### src/rtl/codon_sequencer_if.sv
`timescale 1ns/1ps
// codon_sequencer_if: config-load and result-stream handshakes of the codon sequencer.
// The master side loads pattern nibbles and consumes results; the slave side is the sequencer.
interface codon_sequencer_if #(
    parameter int COUNT_W = 4
);
    logic               cfg_valid;
    logic               cfg_ready;
    logic [2:0]         cfg_codon;
    logic [3:0]         cfg_nibble;
    logic               cfg_last;
    logic               res_valid;
    logic               res_ready;
    logic [2:0]         res_codon;
    logic [COUNT_W-1:0] res_count;

    modport master (
        output cfg_valid, cfg_codon, cfg_nibble, cfg_last, res_ready,
        input  cfg_ready, res_valid, res_codon, res_count
    );

    modport slave (
        input  cfg_valid, cfg_codon, cfg_nibble, cfg_last, res_ready,
        output cfg_ready, res_valid, res_codon, res_count
    );
endinterface

### src/rtl/codon_sequencer.sv
`timescale 1ns/1ps
// codon_sequencer: stores up to five search patterns, serves their nibbles to the
// codon counter, runs one counting pass and streams out the per-slot counts.
// Build macro CODON_TOTAL_EN appends a sixth result carrying the saturated sum
// of the five counts (res_codon = 5).
module codon_sequencer #(
    parameter int NUM_CODONS = 5,
    parameter int MAX_LEN    = 8,
    parameter int IDX_W      = 3,
    parameter int COUNT_W    = 4
) (
    input  logic                  clock,
    input  logic                  reset,
    codon_sequencer_if.slave      bus,
    input  logic                  start,
    output logic                  ctr_reset,
    output logic                  done_reader,
    input  logic [IDX_W-1:0]      codon_index,
    output logic [3:0]            codon1,
    output logic [3:0]            codon2,
    output logic [3:0]            codon3,
    output logic [3:0]            codon4,
    output logic [3:0]            codon5,
    output logic [NUM_CODONS-1:0] end_of_codon,
    input  logic                  done_counter,
    output logic [2:0]            count_index,
    input  logic [COUNT_W-1:0]    codon_count,
    output logic                  busy,
    output logic                  done,
    output logic                  err
);
    localparam int LEN_W = $clog2(MAX_LEN + 1);
`ifdef CODON_TOTAL_EN
    localparam logic [2:0] LAST_IDX = 3'(NUM_CODONS);
`else
    localparam logic [2:0] LAST_IDX = 3'(NUM_CODONS - 1);
`endif

    typedef enum logic [2:0] {
        S_IDLE,
        S_ARM,
        S_RUN,
        S_COLLECT,
        S_PRESENT
    } state_t;

    state_t               state_q, state_d;
    logic [3:0]           pat_q  [NUM_CODONS][MAX_LEN];
    logic [3:0]           pat_d  [NUM_CODONS][MAX_LEN];
    logic [LEN_W-1:0]     len_q  [NUM_CODONS];
    logic [LEN_W-1:0]     len_d  [NUM_CODONS];
    logic [LEN_W-1:0]     wptr_q [NUM_CODONS];
    logic [LEN_W-1:0]     wptr_d [NUM_CODONS];
    logic [2:0]           idx_q, idx_d;
    logic [2:0]           res_codon_q, res_codon_d;
    logic [COUNT_W-1:0]   res_count_q, res_count_d;
    logic                 done_q, done_d;
    logic                 err_q, err_d;
    logic                 cfg_fire;
    logic                 cfg_err;
    logic                 start_err;
    logic                 any_loaded;
    logic                 any_open;
    logic [3:0]           nib [NUM_CODONS];
`ifdef CODON_TOTAL_EN
    logic [COUNT_W-1:0]   sum_q, sum_d;
    logic [COUNT_W:0]     sum_ext;

    assign sum_ext = {1'b0, sum_q} + {1'b0, codon_count};
`endif

    assign cfg_fire      = bus.cfg_valid && bus.cfg_ready;
    assign bus.cfg_ready = (state_q == S_IDLE);
    assign bus.res_valid = (state_q == S_PRESENT);
    assign bus.res_codon = res_codon_q;
    assign bus.res_count = res_count_q;
    assign ctr_reset     = (state_q == S_ARM);
    assign done_reader   = (state_q == S_RUN);
    assign busy          = (state_q != S_IDLE);
    assign count_index   = idx_q;
    assign done          = done_q;
    assign err           = err_q;

    // Summarise slot status for the start check: something closed, nothing half-loaded.
    always_comb begin
        any_loaded = 1'b0;
        any_open   = 1'b0;
        for (int s = 0; s < NUM_CODONS; s++) begin
            any_loaded = any_loaded | (len_q[s] != '0);
            any_open   = any_open | (wptr_q[s] != '0);
        end
    end

    // Pattern loading: append at the slot's write pointer; a dropped nibble that
    // carries cfg_last still closes a half-loaded slot with what it holds so far.
    always_comb begin
        pat_d   = pat_q;
        len_d   = len_q;
        wptr_d  = wptr_q;
        cfg_err = 1'b0;
        if (cfg_fire && (int'(bus.cfg_codon) >= NUM_CODONS)) begin
            cfg_err = 1'b1;
        end
        for (int s = 0; s < NUM_CODONS; s++) begin
            if (cfg_fire && (int'(bus.cfg_codon) == s)) begin
                if ((bus.cfg_nibble == 4'hF) || (wptr_q[s] == LEN_W'(MAX_LEN))) begin
                    cfg_err = 1'b1;
                    if (bus.cfg_last && (wptr_q[s] != '0)) begin
                        len_d[s]  = wptr_q[s];
                        wptr_d[s] = '0;
                    end
                end else begin
                    pat_d[s][wptr_q[s][IDX_W-1:0]] = bus.cfg_nibble;
                    if (wptr_q[s] == '0) begin
                        len_d[s] = '0;
                    end
                    if (bus.cfg_last) begin
                        len_d[s]  = wptr_q[s] + LEN_W'(1);
                        wptr_d[s] = '0;
                    end else begin
                        wptr_d[s] = wptr_q[s] + LEN_W'(1);
                    end
                end
            end
        end
    end

    // Nibble lookup for the counter; indices past a slot's length read as 0xF.
    always_comb begin
        end_of_codon = '0;
        for (int s = 0; s < NUM_CODONS; s++) begin
            if (LEN_W'(codon_index) < len_q[s]) begin
                nib[s] = pat_q[s][codon_index];
            end else begin
                nib[s] = 4'hF;
            end
            end_of_codon[s] = (len_q[s] != '0) && (LEN_W'(codon_index) == (len_q[s] - LEN_W'(1)));
        end
    end

    assign codon1 = nib[0];
    assign codon2 = nib[1];
    assign codon3 = nib[2];
    assign codon4 = nib[3];
    assign codon5 = nib[4];

    // Run sequencing: arm the counter, wait for it, then fetch and present each count.
    always_comb begin
        state_d     = state_q;
        idx_d       = idx_q;
        res_codon_d = res_codon_q;
        res_count_d = res_count_q;
        done_d      = 1'b0;
        start_err   = 1'b0;
`ifdef CODON_TOTAL_EN
        sum_d       = sum_q;
`endif
        case (state_q)
            S_IDLE: begin
                if (start) begin
                    if (any_loaded && !any_open) begin
                        state_d = S_ARM;
                    end else begin
                        start_err = 1'b1;
                    end
                end
            end
            S_ARM: begin
                state_d = S_RUN;
            end
            S_RUN: begin
                if (done_counter) begin
                    state_d = S_COLLECT;
                    idx_d   = '0;
`ifdef CODON_TOTAL_EN
                    sum_d   = '0;
`endif
                end
            end
            S_COLLECT: begin
                res_codon_d = idx_q;
`ifdef CODON_TOTAL_EN
                if (idx_q == LAST_IDX) begin
                    res_count_d = sum_q;
                end else begin
                    res_count_d = codon_count;
                    sum_d       = sum_ext[COUNT_W] ? '1 : sum_ext[COUNT_W-1:0];
                end
`else
                res_count_d = codon_count;
`endif
                state_d = S_PRESENT;
            end
            S_PRESENT: begin
                if (bus.res_ready) begin
                    if (idx_q == LAST_IDX) begin
                        state_d = S_IDLE;
                        idx_d   = '0;
                        done_d  = 1'b1;
                    end else begin
                        idx_d   = idx_q + 3'd1;
                        state_d = S_COLLECT;
                    end
                end
            end
            default: begin
                state_d = S_IDLE;
            end
        endcase
        err_d = err_q | cfg_err | start_err;
    end

    // Control and result registers.
    always_ff @(posedge clock or negedge reset) begin
        if (!reset) begin
            state_q     <= S_IDLE;
            idx_q       <= '0;
            res_codon_q <= '0;
            res_count_q <= '0;
            done_q      <= 1'b0;
            err_q       <= 1'b0;
`ifdef CODON_TOTAL_EN
            sum_q       <= '0;
`endif
        end else begin
            state_q     <= state_d;
            idx_q       <= idx_d;
            res_codon_q <= res_codon_d;
            res_count_q <= res_count_d;
            done_q      <= done_d;
            err_q       <= err_d;
`ifdef CODON_TOTAL_EN
            sum_q       <= sum_d;
`endif
        end
    end

    // Pattern storage; reset erases every slot.
    always_ff @(posedge clock or negedge reset) begin
        if (!reset) begin
            for (int s = 0; s < NUM_CODONS; s++) begin
                len_q[s]  <= '0;
                wptr_q[s] <= '0;
                for (int j = 0; j < MAX_LEN; j++) begin
                    pat_q[s][j] <= '0;
                end
            end
        end else begin
            pat_q  <= pat_d;
            len_q  <= len_d;
            wptr_q <= wptr_d;
        end
    end
endmodule

### src/flat_wrapper.sv
// flat-port wrapper written by rule: the top's interface ports become plain ports
module codon_sequencer_flat 
#(
    parameter int NUM_CODONS = 5,
    parameter int MAX_LEN    = 8,
    parameter int IDX_W      = 3,
    parameter int COUNT_W    = 4
)
  (clock, reset, start, ctr_reset, done_reader, codon_index, codon1, codon2, codon3, codon4, codon5, end_of_codon, done_counter, count_index, codon_count, busy, done, err, bus_cfg_valid, bus_cfg_codon, bus_cfg_nibble, bus_cfg_last, bus_res_ready, bus_cfg_ready, bus_res_valid, bus_res_codon, bus_res_count);
  codon_sequencer_if #(.COUNT_W(COUNT_W)) bus_i ();
  input  logic clock;
  input  logic reset;
  input  logic start;
  output logic ctr_reset;
  output logic done_reader;
  input  logic [IDX_W-1:0] codon_index;
  output logic [3:0] codon1;
  output logic [3:0] codon2;
  output logic [3:0] codon3;
  output logic [3:0] codon4;
  output logic [3:0] codon5;
  output logic [NUM_CODONS-1:0] end_of_codon;
  input  logic done_counter;
  output logic [2:0] count_index;
  input  logic [COUNT_W-1:0] codon_count;
  output logic busy;
  output logic done;
  output logic err;
  input wire logic [$bits(bus_i.cfg_valid)-1:0] bus_cfg_valid;
  input wire logic [$bits(bus_i.cfg_codon)-1:0] bus_cfg_codon;
  input wire logic [$bits(bus_i.cfg_nibble)-1:0] bus_cfg_nibble;
  input wire logic [$bits(bus_i.cfg_last)-1:0] bus_cfg_last;
  input wire logic [$bits(bus_i.res_ready)-1:0] bus_res_ready;
  output wire logic [$bits(bus_i.cfg_ready)-1:0] bus_cfg_ready;
  output wire logic [$bits(bus_i.res_valid)-1:0] bus_res_valid;
  output wire logic [$bits(bus_i.res_codon)-1:0] bus_res_codon;
  output wire logic [$bits(bus_i.res_count)-1:0] bus_res_count;
  assign bus_i.cfg_valid = bus_cfg_valid;
  assign bus_i.cfg_codon = bus_cfg_codon;
  assign bus_i.cfg_nibble = bus_cfg_nibble;
  assign bus_i.cfg_last = bus_cfg_last;
  assign bus_i.res_ready = bus_res_ready;
  assign bus_cfg_ready = bus_i.cfg_ready;
  assign bus_res_valid = bus_i.res_valid;
  assign bus_res_codon = bus_i.res_codon;
  assign bus_res_count = bus_i.res_count;
  codon_sequencer #(.NUM_CODONS(NUM_CODONS), .MAX_LEN(MAX_LEN), .IDX_W(IDX_W), .COUNT_W(COUNT_W)) u_core (.clock(clock), .reset(reset), .bus(bus_i), .start(start), .ctr_reset(ctr_reset), .done_reader(done_reader), .codon_index(codon_index), .codon1(codon1), .codon2(codon2), .codon3(codon3), .codon4(codon4), .codon5(codon5), .end_of_codon(end_of_codon), .done_counter(done_counter), .count_index(count_index), .codon_count(codon_count), .busy(busy), .done(done), .err(err));
endmodule
### config.mk
export PLATFORM = sky130hd
export DESIGN_NAME = codon_sequencer_flat
export DESIGN_NICKNAME = d
export VERILOG_FILES = /design/src/rtl/codon_sequencer_if.sv /design/src/rtl/codon_sequencer.sv /design/src/flat_wrapper.sv
export SDC_FILE = /design/constraint.sdc
export NUM_CORES = 1
export LEC_CHECK = 0
export BUFFER_PORTS_ARGS = -buffer_cell sky130_fd_sc_hd__buf_2
export CELL_PAD_IN_SITES_DETAIL_PLACEMENT = 0
export CELL_PAD_IN_SITES_GLOBAL_PLACEMENT = 1
export CORE_AREA = 8 8 193 287
export DETAILED_ROUTE_END_ITERATION = 6
export DIE_AREA = 0 0 201 295
export GPL_TIMING_DRIVEN = 0
export PLACE_DENSITY = 0.39
export SYNTH_ARGS = -nofsm -noshare
export SYNTH_HDL_FRONTEND = slang
export SYNTH_SLANG_ARGS = --single-unit
### constraint.sdc
create_clock -name clock -period 4.8 [get_ports clock]
set_clock_uncertainty 0.1 [all_clocks]
set_input_delay 0.96 -clock clock [delete_from_list [all_inputs] [get_ports clock]]
set_output_delay 0.96 -clock clock [all_outputs]
set_load 0.02 [all_outputs]
Word-level counts from Yosys, hierarchy flattened
Index checks and enable logic that the tools add are counted.
- input bits: 21
- register bits after elaboration: 215
- add/sub/neg operators: 11
- equality and inequality tests: 29
- magnitude comparators: 17
- reduce and logical (&&, ||, !) cells: 70
- bitwise logic cells: 21
- mux-type cells: 97
- operator list (cell ; number):
    $mux 4 ; 55
    $bwmux 32 ; 5
    $bmux 4 s3 ; 5
    $demux 4 s3 ; 5
    $reduce_bool 4->1 ; 10
    $eq 4x4->1 const B ; 6
    $ge 4x4->1 const B ; 6
    $not 3->4 ; 6
    $logic_and 1x1->1 ; 23
    $mux 3 ; 7
    $add 4x1->4 const B ; 5
    $eq 3x4->1 ; 5
    $logic_not 4->1 ; 5
    $lt 3x4->1 ; 5
    $lt 4x1->1 const B ; 5
    $reduce_and 2->1 ; 10
    $sub 4x1->4 const B ; 5
    $reduce_and 3->1 ; 6
    $reduce_bool 3->1 ; 6
    $mux 1 ; 17
    $ne 2x2->1 const B ; 8
    $eq 3x3->1 const B ; 5
    $pmux 3 s5 ; 1
    $or 1x1->1 ; 10
    other kinds (13) ; 24

Longest topological paths before layout
- depth in word-level cells: 16
- gate-level depth with buffers: 8
- mapped depth without buffers: 6

Least setup slack after synthesis
No wires, ideal clock.
- path kind: input-to-output
- start point: in codon_index[0]
- end point: out end_of_codon[3]
- setup slack: 0.824 ns
- stages: 5
- path buffers: 2
- arrival: 2.916 ns
- required time: 3.740 ns
- path through: clkbuf_1 -> buf_1 -> inv_1 -> ha_1 -> nor4_1
- cells in the longest elaborated chain, start to end: 2
- ends and longest elaborated chain (item ; RTL line ; source):
    start, declared ; flat_wrapper.sv:16 ; input logic [IDX_W-1:0] codon_index;
    $eq 3x4->1 ; codon_sequencer.sv:137 ; end_of_codon[s] = (len_q[s] != '0) && (LEN_W'(codon_index) == (len_q[s] - LEN_W'(1)));
    $logic_and 1x1->1 ; codon_sequencer.sv:137 ;
    end, declared ; flat_wrapper.sv:22 ; output logic [NUM_CODONS-1:0] end_of_codon;
Every way passes these cells.

Worst setup path in the final report
- start point: in codon_index[1]
- end point: out codon1[1]
- cells in the longest elaborated chain, start to end: 5
- ends and longest elaborated chain (item ; RTL line ; source):
    $not 3->4 (implied by the code) ; codon_sequencer.sv:133 ; nib[s] = pat_q[s][codon_index];
    $bmux 4 s3 ; codon_sequencer.sv:133 ;
    $mux 4 (implied by the code) (2 in a row) ; codon_sequencer.sv:133 ;
    $mux 4 (*) ; codon_sequencer.sv:132 ; if (LEN_W'(codon_index) < len_q[s]) begin
    end, declared ; flat_wrapper.sv:17 ; output logic [3:0] codon1;
Mark *: on every way between the ends. The rest lies on a longest branch, timed or not. The select of a mux whose other input is x is not followed.

==> impl_table.tex <==
\begin{tabular}{lr}
\hline
Metric & Value \\
\hline
\multicolumn{2}{l}{\textbf{Clock tree}} \\
\quad Depth of the CTS H-tree & 1 \\
\quad Sinks on Clock Net & 215 \\
\quad Hold bufs inserted after CTS & 0 \\
\quad CTS tree & yes \\
\quad Number of buffers inserted by post-CTS setup repair & 0 \\
\quad Clock-pin slew reported for the worst setup and hold paths after clock tree synthesis & 0.06 ns \\
\quad Post-cts resize count & 9 \\
\quad Buffers from clock root to sink, at most & 3 \\
\quad Worst-Skew Late Latency & 0.55 ns \\
\quad Cts bufs inserted & 26 \\
\quad Root buffer cell & sky130\_fd\_sc\_hd\_\_clkbuf\_16 \\
\multicolumn{2}{l}{\textbf{Power and ir drop}} \\
\quad Power per Cell Area & 525 mW/mm² \\
\quad Worst-case vdd ir drop & 0.238 mV \\
\quad Static power due to leakage & 6.24 nW \\
\multicolumn{2}{l}{\textbf{STA}} \\
\quad Period utilisation layout & 96.6\% \\
\quad Transition time at the pin with the least slew margin & 1.27 ns \\
\quad Min Tclk post-route & 4.64 ns \\
\quad Top achievable clock speed & 216 MHz \\
\quad Unrepaired setup endpoints after global routing & no \\
\quad Slack of the critical path & 0.163 ns \\
\quad Setup TNS Final & 0 ns \\
\quad Final Max Tran Viols & 0 \\
\quad Finish-stage setup viols & 0 \\
\quad Number of hold-slack violations in the final timing report & 0 \\
\quad Max\_slew headroom & 14.6\% \\
\multicolumn{2}{l}{\textbf{GRT}} \\
\quad Antenna violations before repair & 0 \\
\quad Aggregate global-route resource usage & 13.4\% \\
\quad Vias in the first global route & 8840 \\
\quad Pin count of the biggest net entering global routing & 96 \\
\quad Global-route wire length before repair & 60000 µm \\
\quad Global-route congestion overflow total & 0 \\
\multicolumn{2}{l}{\textbf{Critical path}} \\
\quad Max stage delay on crit path & 0.73 ns \\
\quad Setup crit start & codon\_index[1] \\
\quad Register-to-register setup slack & 1.23 ns \\
\quad Crit path max fanout & 10 \\
\quad Worst Reg2Reg Path Length in Cells & 5 \\
\quad Type of the worst setup path & in2out \\
\quad Critical path startpoint category & input pin \\
\quad Reg-to-reg critical path startpoint & u\_core.state\_q[2]\$\_DFFE\_PN0P\_ \\
\quad Setup crit end kind & output pin \\
\quad Critical path cell sequence & buf\_2 > clkbuf\_1 > clkbuf\_1 > mux4\_2 > mux2i\_1 > nand2\_1 > buf\_2 \\
\quad Data required, critical path & 3.74 ns \\
\quad Cell with the largest stage delay on the worst path & sky130\_fd\_sc\_hd\_\_clkbuf\_1 \\
\quad Critical path arrival & 3.58 ns \\
\quad Reg2Reg Capture Point & u\_core.pat\_q[109]\$\_DFFE\_PN0P\_ \\
\multicolumn{2}{l}{\textbf{Place}} \\
\quad Hpwl dp & 30300 µm \\
\quad Dpl ws & -0.388 ns \\
\quad Placer Congestion & 0.769 \\
\quad Number of buffers added on ports & 60 \\
\multicolumn{2}{l}{\textbf{Routing}} \\
\quad Remaining antenna violation count & 0 \\
\quad Met2 wire len & 20900 µm \\
\quad Number of remaining DRC errors & 0 \\
\quad Routed length on met1 & 16300 µm \\
\quad Post-Route WL & 39900 µm \\
\quad Number of search-and-repair iterations in the first detailed-routing pass & 7 \\
\quad Via total after detailed routing & 8222 \\
\quad Post-DR wirelength/cell & 22.7 µm \\
\quad First-iteration detailed-routing DRC count & 330 \\
\quad Vias/cell & 4.69 \\
\quad Top layer in use & met4 \\
\quad Routed length on met3 & 1230 µm \\
\multicolumn{2}{l}{\textbf{Synth}} \\
\quad Post-synthesis average cell area & 12.0 µm² \\
\quad Primary FF master, synth & sky130\_fd\_sc\_hd\_\_dfrtp\_1 \\
\quad Proportion of register bits with asynchronous set or reset after synthesis & 100\% \\
\quad Yosys warning count & 0 \\
\quad Unique cell type count in the Yosys netlist & 60 \\
\quad Post-synthesis sequential element count & 215 \\
\quad Synth Net Count & 1020 \\
\quad Netlist Area Pre-Place & 0.0116 mm² \\
\quad Gate Count Post-Synth & 967 \\
\quad Number of enable flip-flop cells after synthesis & 0 \\
\quad Sequential share of the synthesized area & 46.4\% \\
\multicolumn{2}{l}{\textbf{Flow run}} \\
\quad Number of maximum-capacitance constraint violations & 0 \\
\multicolumn{2}{l}{\textbf{Floorplanning}} \\
\quad Die outline width & 201 µm \\
\quad Number of ports placed on the die boundary & 63 \\
\quad Height of the chip & 295 µm \\
\quad Site row count & 102 \\
\quad Effective utilization at floorplan & 22.7\% \\
\quad Area of the placeable core & 0.0512 mm² \\
\quad Die outline area & 0.0593 mm² \\
\multicolumn{2}{l}{\textbf{Run status}} \\
\quad Status & finished clean \\
\multicolumn{2}{l}{\textbf{Cells and area}} \\
\quad Number of nets in the final layout & 1110 \\
\quad Post-synthesis to final-layout area growth & 19.1\% \\
\quad ANT cells & 0 \\
\quad Proportion of layout cells with a drive suffix above 1 & 31.6\% \\
\multicolumn{2}{l}{\textbf{Min path}} \\
\quad Worst Hold Class & in2async \\
\hline
\end{tabular}
-- cell usage in the layout (no fill, tap or decap), types with 8 or more instances in the layout --
master / instances
sky130_fd_sc_hd__nor2b_1: 9
sky130_fd_sc_hd__inv_1: 41
sky130_fd_sc_hd__nand2b_1: 13
sky130_fd_sc_hd__clkbuf_1: 55
sky130_fd_sc_hd__buf_2: 62
sky130_fd_sc_hd__ha_1: 32
sky130_fd_sc_hd__nor3_1: 19
sky130_fd_sc_hd__clkbuf_16: 27
sky130_fd_sc_hd__nor2_1: 27
sky130_fd_sc_hd__mux2i_1: 29
sky130_fd_sc_hd__o21ai_0: 38
sky130_fd_sc_hd__nand3_1: 26
sky130_fd_sc_hd__buf_1: 8
sky130_fd_sc_hd__nor3b_1: 8
sky130_fd_sc_hd__mux4_2: 40
sky130_fd_sc_hd__nor4_1: 17
sky130_fd_sc_hd__dfrtp_1: 215
sky130_fd_sc_hd__nand2_1: 46
sky130_fd_sc_hd__o21a_1: 10
sky130_fd_sc_hd__mux2_2: 178
sky130_fd_sc_hd__nand4_1: 24
-- where the power goes --
group	switching, W	internal, W	leakage, nW	total (W)
clock network	0.000846	0.00146	0.489	0.00230
logic	0.00142	0.000999	2.85	0.00242
registers	0.000289	0.00224	2.90	0.00253
-- cells in the mapped netlist (all sizes together), types with 5 or more instances --
| cell type | count | area [µm²] |
|---|---|---|
| clkbuf | 54 | 203 |
| mux4 | 40 | 901 |
| o21ai | 41 | 205 |
| nor2b | 9 | 56.3 |
| o21a | 10 | 75.1 |
| buf | 12 | 48.8 |
| a211oi | 6 | 45.0 |
| nand2b | 13 | 81.3 |
| or2 | 5 | 31.3 |
| mux2i | 29 | 290 |
| o2bb2ai | 6 | 52.6 |
| ha | 32 | 400 |
| a31oi | 7 | 43.8 |
| nand4 | 24 | 150 |
| a21o | 7 | 52.6 |
| nand2 | 46 | 173 |
| xnor2 | 6 | 52.6 |
| nand3b | 7 | 52.6 |
| mux2 | 178 | 2000 |
| dfrtp | 215 | 5380 |
| inv | 42 | 158 |
| a22oi | 6 | 45.0 |
| a21oi | 7 | 35.0 |
| xor2 | 5 | 43.8 |
| nor2 | 27 | 101 |
| or4 | 6 | 45.0 |
| nor3 | 19 | 95.1 |
| nor3b | 8 | 60.1 |
| o211ai | 5 | 37.5 |
| nor4 | 17 | 106 |
| nand3 | 27 | 140 |
-- cell families (layout without fill, tap and decap cells) --
| kind of cell | Yosys count | in the layout | share of synthesized area (%) |
|---|---|---|---|
| mux | 247 | 247 | 27.5 |
| flops | 215 | 215 | 46.4 |
| buf+inv | 108 | 218 | 3.53 |
| compound gates | 122 | 122 | 7.04 |
| fa+ha+maj | 32 | 32 | 3.45 |
| xor+xnor | 11 | 11 | 0.830 |
| simple gates | 232 | 232 | 11.2 |
-- registers in the layout (all words and copies together) (netlist names) --
name                  flops
u_core.bus.res_codon      3
u_core.bus.res_count      4
u_core.count_index        3
u_core.done               1
u_core.err                1
u_core.len_q             20
u_core.pat_q            160
u_core.state_q            3
u_core.wptr_q            20
-- routing by layer --
layer / global-route usage [%] / vias to the layer above
met5: 0 / -
met1: 15.5 / 4245
met4: 5.09 / 0
met2: 24.8 / 135
met3: 1.93 / 61
li1: - / 3781
-- critical path: cells and delay by family --
kind          cells  cell delay, ns
buf+inv           4            1.84
mux               2            0.60
simple gates      1            0.14
-- stage by stage --
stage / util, % / power (W) / area (µm²) / hold slack (ns) / instances
global placement: 24.9 / 0.00502 / 12700 / 0.364 / 1703
CTS: 27.0 / 0.00741 / 13800 / 0.246 / 1753
floorplan: - / 0.00415 / 11600 / 0.374 / 967
detailed placement: 25.0 / 0.00505 / 12800 / 0.371 / 1705
global route: 27.0 / 0.00774 / 13800 / 0.271 / 1753
finish: 27.0 / 0.00726 / 13800 / 0.241 / 1753
-- how the worst max path moves through the flow --
stage,end,slack [ns],cells after the start
detailed placement,codon3[3],-0.39,9
CTS,codon1[1],0.06,7
floorplan,end_of_codon[3],0.82,5
finish,codon1[1],0.16,7
global route,codon1[1],0.05,7
global placement,u_core.wptr_q[2]$_DFFE_PN0P_,-1.67,1
-- area by class of cell --
class	instances	area, µm²
flip-flops and latches	215	5380
repair buffers	62	365
plain buffers	66	263
inverters	42	161
clock inverters	10	208
multi-input cells	644	5810
fillers	5325	37400
clock buffers	38	787
well taps	676	846
(Power assumes the default switching activity.)
